<file path="config.mk">
export PLATFORM = sky130hd
export DESIGN_NAME = gen_prog_delay
export DESIGN_NICKNAME = d
export VERILOG_FILES = /design/src/rtl/gen_utils_pkg.sv /design/src/rtl/gen_en_dff.sv /design/src/rtl/gen_prog_delay.sv
export SDC_FILE = /design/constraint.sdc
export NUM_CORES = 1
export LEC_CHECK = 0
export ABC_CLOCK_PERIOD_IN_PS = 2600
export CAP_MARGIN = 10
export CORE_MARGIN = 10
export CORE_UTILIZATION = 35
export DETAILED_ROUTE_END_ITERATION = 12
export PLACE_DENSITY = 0.5
export SLEW_MARGIN = 10
export SYNTH_ARGS = -nofsm -noshare
export SYNTH_HDL_FRONTEND = slang
export SYNTH_SLANG_ARGS = --single-unit
</file>
<file path="constraint.sdc">
create_clock -name clk -period 2.6 [get_ports clk]
set_input_delay 0.78 -clock clk [delete_from_list [all_inputs] [get_ports clk]]
set_output_delay 0.78 -clock clk [all_outputs]
set_load 0.1 [all_outputs]
</file>
<file path="src/rtl/gen_utils_pkg.sv">
// Shared helpers for the generic building blocks: ceiling log2 and the width
// of a delay-select field able to encode 0..max_dp.
package gen_utils_pkg;

    function automatic int clog2(input int unsigned v);
        int r;
        r = 0;
        for (int i = 0; i < 32; i++) begin
            if ((64'd1 << i) < 64'(v)) r = i + 1;
        end
        return r;
    endfunction

    function automatic int dly_width(input int unsigned max_dp);
        return (clog2(max_dp + 1) < 1) ? 1 : clog2(max_dp + 1);
    endfunction

endpackage

</file>
<file path="src/rtl/gen_en_dff.sv">
// Parameter-width register with synchronous active-high reset, clear and load
// enable. Reset and clear both return the register to zero; clear ignores en.
module gen_en_dff #(
    parameter int W = 1
) (
    input  logic         clk,
    input  logic         rst,
    input  logic         en,
    input  logic         clr,
    input  logic [W-1:0] d,
    output logic [W-1:0] q
);

    always_ff @(posedge clk) begin
        if (rst)      q <= '0;
        else if (clr) q <= '0;
        else if (en)  q <= d;
    end

endmodule

</file>
<file path="src/rtl/gen_prog_delay.sv">
// Runtime-programmable, stallable multi-channel delay line. Output is the
// input from dly enabled cycles earlier; dly = 0 is a combinational bypass.
module gen_prog_delay
    import gen_utils_pkg::*;
#(
    parameter int DW     = 32,
    parameter int CH     = 1,
    parameter int MAX_DP = 8,
    parameter int DLY_W  = dly_width(MAX_DP)
) (
    input  logic               clk,
    input  logic               rst,
    input  logic               en,
    input  logic               flush,
    input  logic [DLY_W-1:0]   dly,
    input  logic               din_vld,
    input  logic [CH*DW-1:0]   din,
    output logic               dout_vld,
    output logic [CH*DW-1:0]   dout,
    output logic               busy
);

    logic [DLY_W-1:0] dly_c;
    logic [DLY_W-1:0] dly_q;
    logic             clr;
    logic [CH*DW-1:0] st_d [MAX_DP];
    logic [MAX_DP-1:0] st_v;

    always_comb begin
        dly_c = (dly > DLY_W'(MAX_DP)) ? DLY_W'(MAX_DP) : dly;
    end

    // A delay change invalidates everything in flight, but only once the line moves.
    assign clr = flush | (en & (dly_c != dly_q));

    gen_en_dff #(.W(DLY_W)) u_dly_q (
        .clk (clk),
        .rst (rst),
        .en  (en),
        .clr (1'b0),
        .d   (dly_c),
        .q   (dly_q)
    );

    for (genvar i = 0; i < MAX_DP; i++) begin : g_stage
        logic [CH*DW-1:0] d_in;
        logic             v_in;

        if (i == 0) begin : g_head
            assign d_in = din;
            assign v_in = din_vld;
        end else begin : g_body
            assign d_in = st_d[i-1];
            assign v_in = st_v[i-1];
        end

        gen_en_dff #(.W(CH*DW)) u_data (
            .clk (clk),
            .rst (rst),
            .en  (en),
            .clr (1'b0),
            .d   (d_in),
            .q   (st_d[i])
        );

        gen_en_dff #(.W(1)) u_vld (
            .clk (clk),
            .rst (rst),
            .en  (en),
            .clr (clr),
            .d   (v_in),
            .q   (st_v[i])
        );
    end

    always_comb begin
        dout     = din;
        dout_vld = din_vld & en;
        busy     = 1'b0;
        for (int unsigned i = 0; i < MAX_DP; i++) begin
            if (dly_c == DLY_W'(i + 1)) begin
                dout     = st_d[i];
                dout_vld = st_v[i];
            end
            if (DLY_W'(i) < dly_c) busy = busy | st_v[i];
        end
    end

endmodule
</file>
==> metrics.csv, run 1 <==
metric,value,unit
drc,0,
track_usage,16.0,%
fillCellCount,3257,
rsz0062_at_grt,true,
fmax,0.329,GHz
start_util,35.4,%
cp.arrival,2.26,ns
numPortBuffers,74,
antenna_found_initial,1,
vias,10245,
grt_pass1_wl,58100,um
vias_per_cell,5.26,
dp_hpwl,23300,um
cp_max_fo,5,
use_met2,25.8,%
avgSynthCellArea,9.40,sq um
drt-pass1-iter-count,5,
setup_slack,-0.439,ns
yosysWarnings,0,
power_leakage,7.20,nW
core,35500,sq um
yosysMostFrequentCell,nor2_1,
synthDistinctLibCells,54,
synth_fp_nets,1378,
slew_violations,0,
wl,36800,um
fin_area,17200,sq um
placed_area,15200,sq um
numCtsBuffers,31,
tightest_slew,0.832,ns
synth-edff-count,0,
yosys.area.top_type,dfxtp_1,
die_h,209,um
yosysTopAreaCellShare,42.7,%
ctsHtreeMaxLevel,1,
gr-usage-met1,21.6,%
grt-ovfl-total,0,
hold_viol_final,0,
slew_headroom,44.5,%
yosys_most_used_dff,dfxtp_1,
cap_violations,0,
status,"complete, but fails checks",
final_nets,1505,
dieArea,43900,sq um
clkLatencyLatePin,0.55,ns
pre_cts_ws,-0.897,ns
finClkSkew,0.0112,ns
power.total,10.4,mW
required,1.82,ns
drive_gt1_share,25.8,%
worstHoldPathType,reg -> reg,
drtIter0Drc,510,
cts_tree,done,
synth.area.top_cells,"dfxtp_1 43%, mux2i_1 21%, nor2_1 8.5%",
final_cells,1947,
violations,negative setup slack,
post-route-util,48.4,%
syn_inst,1337,
clock-sinks,268,
hold_ws,0.493,ns
die_w,209,um
ys_ff_latch,268,
async_reset_ff_share,0,%
power_density,606,nW/um^2
setup_viol,34,
finalCriticalPeriod,3.04,ns
finalCritPeriodShare,117,%
ir_worst_vdd,0.000501,V
antennaDiodeCount,0,
worstSetupPathType,in -> out,
placedCellCount,1856,
synth_common_cells,"286 x nor2_1, 268 x dfxtp_1, 266 x mux2i_1",
grt_pass1_vias,10202,
syn2layout_area_growth,36.8,%
synth_area,12600,sq um
place_congestion,0.789,
busiest_layer,met2,
rows,69,
cts_buffer_depth,3,
cts_hold_buf,0,
root_buffer,clkbuf_16,
grt_use_met3,3.01,%
io_pins,75,
wire_per_inst,18.9,um
drtAntennaViolNets,0,
seq_area_frac_synth,42.7,%
fin_tns_setup,-12.36,ns
start_kind,input pin,
crit_path_end_kind,output port,
clkTransAtPathRegs,0.06,ns
grt_max_degree,96,
-- state kept, by name, summed over array words and instances, names as in the netlist --
signal            cells
g_stage.u_data.q    256
g_stage.u_vld.q       8
u_dly_q.q             4
-- final timing paths --
check,start,to,slack [ns],cells past startpoint
setup / recovery,dly[2],dout[24],-0.44,9
hold / removal,g_stage[7].u_data.q[22],g_stage[7].u_data.q[22],0.49,2
setup reg to reg,u_dly_q.q[2],g_stage[5].u_vld.q,1.37,4
hold reg to reg,g_stage[7].u_data.q[22],g_stage[7].u_data.q[22],0.49,2
-- critical path: stages --
cell and delay (ns):
buf_8 0.10, buf_6 0.12, nor4b_4 0.27, buf_6 0.19
buf_12 0.11, a211o_1 0.13, a21oi_2 0.07, o31ai_4 0.27
buf_12 0.22
-- metal layers --
metal,share of wire (%),up-vias
li1,-,5048
met1,47,4954
met2,45,191
met3,5.0,50
met4,2.1,2
met5,0.035,-
-- layout make-up --
type | instances | area, sq um | area share, %
clock inverters | 13 | 149 | 0.866
flip-flops and latches | 268 | 5370 | 31.2
clock buffers | 42 | 897 | 5.22
repair buffers | 211 | 2650 | 15.4
inverters | 22 | 82.6 | 0.481
well taps | 461 | 577 | 3.36
multi-input cells | 930 | 7470 | 43.4
-- logic make-up after synthesis --
family / synth area share [%]
adder cells (fa/ha/maj): 0.0797
multiplexers: 24.2
AO/OA/AOI/OAI: 13.5
flip-flops: 42.7
XOR/XNOR: 0.139
AND/OR/NAND/NOR: 14.2
buffers and inverters: 5.09
-- what timing repair did --
item / 4_1_cts / 5_1_grt
hold endpoints to repair: 0 / 0
pin swaps: 17 / 24
cloned: 1 / 4
endpoints found under the setup margin: 34 / 34
gates resized for setup: 75 / 46
setup buffers: 13 / 20
-- cell usage in the layout, fill, tap and decap left out, types with 6 or more instances in the layout --
cell type / count
a221oi_4: 7
buf_6: 20
buf_12: 60
nand3_1: 6
clkbuf_16: 34
nor3_1: 10
o21ai_0: 6
o221ai_2: 10
mux2i_1: 266
buf_4: 86
inv_1: 20
a221o_1: 20
a211o_1: 20
clkinv_2: 7
clkdlybuf4s50_1: 34
a21oi_2: 20
a221oi_2: 21
o22ai_1: 19
mux2_2: 31
o31ai_4: 21
nor2b_1: 24
nor2_1: 284
nand2_1: 34
clkbuf_8: 9
and3b_4: 10
o221ai_1: 19
a21oi_1: 6
a22oi_1: 7
dfxtp_1: 268
nand2b_1: 24
o211ai_1: 10
-- power by group --
group | total [mW] | switching (mW) | internal [mW] | leakage (nW)
Clock | 4.43 | 1.74 | 2.69 | 0.517
Combinational | 1.76 | 1.01 | 0.759 | 4.52
Sequential | 4.23 | 0.0559 | 4.17 | 2.17
Total | 10.4 | 2.80 | 7.62 | 7.20
Note: power is estimated with default switching activity, not from simulation.
==> run 2, diff against run 1 <==
- CTS_CLUSTER_DIAMETER: not set -> 120
==> results of run 2 <==
Final layout, timing and power as in run 1 (identical DEF).
